--- config.mk ---
export PLATFORM = sky130hd
export DESIGN_NAME = aexm_hazard_unit
export DESIGN_NICKNAME = d
export VERILOG_FILES = /design/src/rtl/aexm_pkg.sv /design/src/rtl/aexm_hz_stage.sv /design/src/rtl/aexm_hazard_unit.sv
export SDC_FILE = /design/constraint.sdc
export NUM_CORES = 1
export LEC_CHECK = 0
export CELL_PAD_IN_SITES_DETAIL_PLACEMENT = 1
export CELL_PAD_IN_SITES_GLOBAL_PLACEMENT = 1
export CORE_MARGIN = 3
export CORE_UTILIZATION = 40
export CTS_CLUSTER_DIAMETER = 200
export DETAILED_ROUTE_END_ITERATION = 10
export DONT_BUFFER_PORTS = 1
export PLACE_DENSITY_LB_ADDON = 0.1
export REMOVE_ABC_BUFFERS = 1
export SYNTH_ARGS = -nofsm -noshare
export SYNTH_HDL_FRONTEND = slang
export SYNTH_HIERARCHICAL = 1
export SYNTH_SLANG_ARGS = --single-unit
--- constraint.sdc ---
create_clock -name gclk -period 4.3 [get_ports gclk]
set_input_delay 0 -clock gclk [delete_from_list [all_inputs] [get_ports gclk]]
set_output_delay 0 -clock gclk [all_outputs]
set_load 0.02 [all_outputs]
--- src/rtl/aexm_pkg.sv ---
// Shared encodings for the AEXM hazard unit: instruction kinds and the age at
// which each kind's result becomes forwardable.
package aexm_pkg;

   localparam logic [1:0] KIND_ALU   = 2'd0;
   localparam logic [1:0] KIND_LOAD  = 2'd1;
   localparam logic [1:0] KIND_MULTI = 2'd2;
   localparam logic [1:0] KIND_RSVD  = 2'd3;

   localparam int unsigned RDY_ALU  = 0;
   localparam int unsigned RDY_LOAD = 1;

   // Multi-cycle latency is a unit parameter, so it is passed in rather than fixed here.
   function automatic int unsigned ready_req(input logic [1:0] kind, input int unsigned mlat);
      int unsigned req;
      req = RDY_ALU;
      unique case (kind)
         KIND_ALU, KIND_RSVD: req = RDY_ALU;
         KIND_LOAD:           req = RDY_LOAD;
         KIND_MULTI:          req = mlat;
      endcase
      return req;
   endfunction

endpackage

--- src/rtl/aexm_hz_stage.sv ---
// One in-flight result record {valid, rd, kind, age} of the hazard unit pipeline.
// The first stage loads age 0; later stages take the upstream age plus one, saturating.
module aexm_hz_stage
   import aexm_pkg::*;
#(
   parameter int unsigned AW      = 5,
   parameter int unsigned AGEW    = 2,
   parameter int unsigned AGE_MAX = 3,
   parameter bit          FIRST   = 1'b0
) (
   input  logic            clk,
   input  logic            rst_n,
   input  logic            en,
   input  logic            kill,
   input  logic            in_valid,
   input  logic [AW-1:0]   in_rd,
   input  logic [1:0]      in_kind,
   input  logic [AGEW-1:0] in_age,
   output logic            valid,
   output logic [AW-1:0]   rd,
   output logic [1:0]      kind,
   output logic [AGEW-1:0] age
);

   logic            valid_nxt;
   logic [AGEW-1:0] age_nxt;

   always_comb begin
      valid_nxt = in_valid & ~kill;
      if (FIRST) begin
         age_nxt = '0;
      end else if (32'(in_age) >= AGE_MAX) begin
         age_nxt = AGEW'(AGE_MAX);
      end else begin
         age_nxt = in_age + AGEW'(1);
      end
   end

   // Dead records carry rd=0 so the retire port never shows a stale address.
   always_ff @(posedge clk or negedge rst_n) begin
      if (!rst_n) begin
         valid <= 1'b0;
         rd    <= '0;
         kind  <= KIND_ALU;
         age   <= '0;
      end else if (en) begin
         valid <= valid_nxt;
         rd    <= valid_nxt ? in_rd : '0;
         kind  <= valid_nxt ? in_kind : KIND_ALU;
         age   <= age_nxt;
      end
   end

endmodule

--- src/rtl/aexm_hazard_unit.sv ---
// Operand forwarding select and load/multi-cycle stall detection for the AEXM
// decode stage, tracking DEPTH in-flight destination registers.
module aexm_hazard_unit
   import aexm_pkg::*;
#(
   parameter int unsigned AW    = 5,
   parameter int unsigned DEPTH = 3,
   parameter int unsigned MLAT  = 2,
   localparam int unsigned SW   = $clog2(DEPTH + 1)
) (
   input  logic          gclk,
   input  logic          grst_n,
   input  logic          d_en,
   input  logic          iss_valid,
   input  logic [AW-1:0] iss_ra,
   input  logic [AW-1:0] iss_rb,
   input  logic [AW-1:0] iss_rd,
   input  logic          iss_we,
   input  logic [1:0]    iss_kind,
   input  logic          flush,
   output logic [SW-1:0] fwd_sel_a,
   output logic [SW-1:0] fwd_sel_b,
   output logic          stall,
   output logic          wb_we,
   output logic [AW-1:0] wb_rd
);

   logic          st_valid [1:DEPTH];
   logic [AW-1:0] st_rd    [1:DEPTH];
   logic [1:0]    st_kind  [1:DEPTH];
   logic [SW-1:0] st_age   [1:DEPTH];
   logic          st_ready [1:DEPTH];

   logic          in_valid [1:DEPTH];
   logic [AW-1:0] in_rd    [1:DEPTH];
   logic [1:0]    in_kind  [1:DEPTH];
   logic [SW-1:0] in_age   [1:DEPTH];

   logic hit_a, hit_b, rdy_a, rdy_b;

   // A stalled or flushed issue enters stage 1 as a bubble.
   always_comb begin
      in_valid[1] = iss_valid & iss_we & (iss_rd != '0) & ~flush & ~stall;
      in_rd[1]    = iss_rd;
      in_kind[1]  = iss_kind;
      in_age[1]   = '0;
      for (int k = 2; k <= int'(DEPTH); k++) begin
         in_valid[k] = st_valid[k-1];
         in_rd[k]    = st_rd[k-1];
         in_kind[k]  = st_kind[k-1];
         in_age[k]   = st_age[k-1];
      end
   end

   for (genvar k = 1; k <= DEPTH; k++) begin : g_stage
      aexm_hz_stage #(
         .AW     (AW),
         .AGEW   (SW),
         .AGE_MAX(DEPTH),
         .FIRST  (k == 1)
      ) u_stage (
         .clk     (gclk),
         .rst_n   (grst_n),
         .en      (d_en),
         .kill    ((k == 2) ? flush : 1'b0),
         .in_valid(in_valid[k]),
         .in_rd   (in_rd[k]),
         .in_kind (in_kind[k]),
         .in_age  (in_age[k]),
         .valid   (st_valid[k]),
         .rd      (st_rd[k]),
         .kind    (st_kind[k]),
         .age     (st_age[k])
      );
   end

   always_comb begin
      for (int k = 1; k <= int'(DEPTH); k++) begin
         st_ready[k] = 32'(st_age[k]) >= ready_req(st_kind[k], MLAT);
      end
   end

   // Scan oldest to youngest so the youngest match overrides, readiness included.
   always_comb begin
      fwd_sel_a = '0;
      fwd_sel_b = '0;
      hit_a     = 1'b0;
      hit_b     = 1'b0;
      rdy_a     = 1'b0;
      rdy_b     = 1'b0;
      for (int k = int'(DEPTH); k >= 1; k--) begin
         if (st_valid[k] && (iss_ra != '0) && (st_rd[k] == iss_ra)) begin
            fwd_sel_a = SW'(k);
            hit_a     = 1'b1;
            rdy_a     = st_ready[k];
         end
         if (st_valid[k] && (iss_rb != '0) && (st_rd[k] == iss_rb)) begin
            fwd_sel_b = SW'(k);
            hit_b     = 1'b1;
            rdy_b     = st_ready[k];
         end
      end
      stall = iss_valid & ((hit_a & ~rdy_a) | (hit_b & ~rdy_b));
   end

   assign wb_we = st_valid[DEPTH];
   assign wb_rd = st_rd[DEPTH];

endmodule

Yosys cells after proc, flatten, opt, wreduce, memory -nomap -nowiden. Cells that the tools add are included.

Bits in registers: 27. Bits of input ports: 23. Output and inout port bits: 11. Logic and storage cells: 93.

Add/subtract/negate cells: 1. Order comparisons: 4. Equal/unequal tests: 15. Multiplexer cells: 28. Bitwise gates (word level): 13. Reduce and logical (&&, ||, !) cells: 21.

Operators with widths (count): $pmux W32 S3 (3); $ge A1 B32 Y1 (1); $ge A1 B32 Y1 const A (1); $ge A2 B32 Y1 (1); $eq A5 B5 Y1 (6); $mux W2 (10); $mux W5 (3); $reduce_bool A5 Y1 (3); $eq A2 B2 Y1 const B (6); $logic_and A1 B1 Y1 (12); $mux W1 (12); $and A1 B1 Y1 (8); $eq A2 B1 Y1 const B (3); $logic_not A2 Y1 (3); $reduce_or A2 Y1 (3); $not A1 Y1 (4); $add A1 B1 Y2 const B (1); $ge A1 B2 Y1 const B (1); $or A1 B1 Y1 (1).

Longest topological paths before layout.
Depth in word-level cells: 14. Depth in mapped cells: 11. Depth with buffers taken out: 10.

Cells and area by module. The synthesis kept the hierarchy.

Modules (own cells, without submodules): aexm_hz_stage (g_stage[2].u_stage ...) (instances 2, cells each 43, area each 496.7 um2, seq. area each 250.2 um2); aexm_hazard_unit (instances 1, cells each 90, area each 651.9 um2, seq. area each 0.0 um2); aexm_hz_stage (g_stage[1].u_stage) (instances 1, cells each 38, area each 429.2 um2, seq. area each 200.2 um2).

Worst setup path before layout. Ideal clock, no wire load.

Kind: register -> register. From: reg g_stage[1].u_stage.rd[0]. To: reg g_stage[1].u_stage.valid. Setup time: 79 ps. Arrival time: 1896 ps. Data required time: 4221 ps. Path slack: 2325 ps. Cell stages (with the launch flop): 10. Period minus slack after synthesis: 1975 ps. Cell sequence: dfrtp_1 > xnor2_1 > nand4_1 > or4_4 > nand3_1 > o211ai_2 > nor3_1 > nand2b_4 > buf_6 > mux2i_1.

RTL lines: from (decl) (RTL line aexm_hz_stage.sv:20) `output logic [AW-1:0] rd,`; from (signal assigned) (RTL line aexm_hz_stage.sv:48) `rd <= valid_nxt ? in_rd : '0;`; to (signal assigned) (RTL line aexm_hz_stage.sv:47) `valid <= valid_nxt;`; to (decl) (RTL line aexm_hz_stage.sv:19) `output logic valid,`.

==> impl_metrics.csv <==
group,metric,value,unit
cts,cts_tree,"built",
global_routing,grt_max_degree,53,
finish,n_antenna_cell,0,
power_and_ir_drop,power.leakage,0.839,nW
timing,fin_crit,2790,ps
finish,n_fill_cell,566,
global_routing,first_global_vias,1667,
timing,fin_crit_sh,0.649,
timing,report.final.slew_viol_count,0,
cts,htree_levels,1,
floorplanning,dieWidth,78.0,microns
floorplanning,fp.dieH,78.0,microns
yosys,synth_cell_type_count,32,
yosys,syn_inst,214,
drt,post_drt_via_cell_ratio,5.17,
placed_design,hpwl,3620,microns
cts,clkTransAtPathRegs,100,ps
yosys,synth_top_area_cell,"dfrtp_1",
yosys,synthTopCellsByArea,"dfrtp_1 (34%), o22ai_2 (13%), xnor2_1 (9.3%)",
placed_design,portBuffers,0,
drt,vias,1478,
floorplanning,core,4880,sq um
global_routing,grt-ovfl-total,0,
floorplanning,initial_utilization,0.425,
finish,drive_above_1_share,0.155,
drt,finalWirelength,4910,microns
placed_design,place.gp.congestion,0.807,
setup_path,path_class,"reg2reg",
finish,nNetsFinal,249,
cts,clock-root-buffer,"clkbuf_8",
power_and_ir_drop,ir_drop,117,uV
global_routing,grt_pass1_wl,8360,microns
floorplanning,num_rows,25,
yosys,synth_ff_type,"dfrtp_1",
timing,worstMarginPinSlew,599,ps
placed_design,place_area,2020,sq um
cts,post_cts_buffers,0,
run,maxCapViolCount,0,
drt,ant_nets,0,
setup_path,critPathLaunchType,"flop",
cts,cts_max_path_buffers,2,
global_routing,grt_usage,0.172,
floorplanning,die_area,6090,sq um
timing,rsz0062_at_grt,"no",
drt,drt_iter0_drc,66,
drt,drc_errors,0,
floorplanning,boundaryPins,34,
setup_path,arrival,3010,ps
timing,hold_viol,0,
setup_path,end_kind,"flop",
timing,fin_tns_setup,0,ps
timing,whs,93.7,ps
cts,cts_resized,0,
finish,syn_to_final_growth,7.12,%
status,run_status,"finished clean",
cts,cts_hold_buf,10,
timing,fmax,358,MHz
yosys,syn_avg_cell_area,9.69,sq um
yosys,ys_seq_area_frac,0.338,
drt,detail_route.wl_per_cell,17.2,microns
yosys,synth_seq_cells,28,
setup_path,critPathMaxFanout,8,
cts,cts.sinks,28,
yosys,async_flop_share,1.00,
timing,relSlewSlack,0.597,
setup_path,worstPathRequired,4520,ps
timing,setup_viol,0,
timing,finClkSkew,2.82,ps
yosys,synth_most_common_cell,"inv_1",
yosys,synth.top_cell.area_share,0.338,
yosys,synth_edf_count,0,
cts,clkLatencyLatePin,280,ps
cts,cts_made_buffers,3,
yosys,netlist_area,2070,sq um
finish,final_area,2220,sq um
worst_hold_path,hold_path_class,"in2reg",
power_and_ir_drop,power_density,250,nW/um^2
drt,dr.pass1.iters,4,
yosys,yosys_warnings,6,
yosys,synth_commonest_cells,"inv_1 (29), dfrtp_1 (28), nand2_1 (26)",
power_and_ir_drop,total_power,0.000556,W
global_routing,antenna_found_initial,0,
==> flip-flops by register name, indices dropped and copies added (netlist names) <==
name and cells:
g_stage.u_stage/rd 15, g_stage.u_stage/kind 6, g_stage.u_stage/age 4, g_stage.u_stage/valid 3
==> area by class of cell <==
cell class                      count  area [sq um]  share of cell area
Multi-Input combinational cell    148          1130               0.508
Sequential cell                    28           701               0.315
Timing Repair Buffer               10           128              0.0574
Inverter                           29           109              0.0490
Tap cell                           67          83.8              0.0377
Clock buffer                        3          41.3              0.0186
Clock inverter                      1          30.0              0.0135
==> worst paths after layout <==
| kind | startpoint | cells past startpoint | slack, ps | to |
|---|---|---|---|---|
| hold reg to reg | g_stage[3].u_stage/age[1] | 2 | 550 | g_stage[3].u_stage/age[1] |
| max in group asynchronous | grst_n | 2 | 3970 | g_stage[1].u_stage/rd[2] |
| hold / removal | d_en | 2 | 90 | g_stage[3].u_stage/valid |
| setup / recovery | g_stage[2].u_stage/rd[4] | 9 | 1510 | g_stage[1].u_stage/rd[0] |
| min in group asynchronous | grst_n | 2 | 160 | g_stage[3].u_stage/valid |
| setup reg to reg | g_stage[2].u_stage/rd[4] | 9 | 1510 | g_stage[1].u_stage/rd[0] |
==> layout by cell type, fill, tap and decap left out, types with 6 or more instances in the layout <==
| cell | count |
|---|---|
| nand2b_1 | 9 |
| dfrtp_1 | 28 |
| nor2_1 | 11 |
| xor2_1 | 8 |
| nand2_1 | 26 |
| dlygate4sd3_1 | 8 |
| nand4_1 | 6 |
| o22ai_2 | 21 |
| inv_1 | 29 |
| ha_1 | 6 |
| xnor2_1 | 22 |
==> power breakdown <==
| group | switching, W | leakage, nW | total, W | internal, W |
|---|---|---|---|---|
| clock | 0.0000883 | 0.0357 | 0.000213 | 0.000125 |
| combinational | 0.0000361 | 0.430 | 0.0000685 | 0.0000324 |
| sequential | 0.00000664 | 0.373 | 0.000275 | 0.000268 |
==> critical path, stage by stage (launching register included) <==
cell and delay (ps):
dfrtp_1 450, xnor2_1 170, nand4_1 110, nor4_1 460, nand2b_1 250, o211ai_2 120
nor3_1 330, nand2b_4 160, o22ai_2 130, dlygate4sd3_1 550
==> routing by layer <==
layer  GRT usage  wire [microns]  up-vias
li1            -               -      714
met2       0.289            2340       35
met5           0               0        -
met4      0.0367              60        0
met1       0.234            2270      723
met3      0.0298             243        6
==> kinds of logic (layout without fill, tap and decap cells) <==
| family | count (synthesis) | after routing | synth area share |
|---|---|---|---|
| multiplexers | 3 | 3 | 0.0145 |
| XOR/XNOR | 30 | 30 | 0.127 |
| AND/OR/NAND/NOR | 72 | 72 | 0.180 |
| flip-flops | 28 | 28 | 0.338 |
| adder cells (fa/ha/maj) | 6 | 6 | 0.0362 |
| buffers and inverters | 40 | 43 | 0.121 |
| AO/OA/AOI/OAI | 33 | 33 | 0.180 |
| other | 2 | 4 | 0.00362 |
==> through the flow <==
stage	util	worst slack (ps)	cells
finish	0.455	1510	286
global route	0.455	1270	286
CTS	0.455	1480	286
detailed placement	0.415	2020	272
global placement	0.415	2080	272
floorplan	-	2370	205
Note: power is estimated with default switching activity, not from simulation.
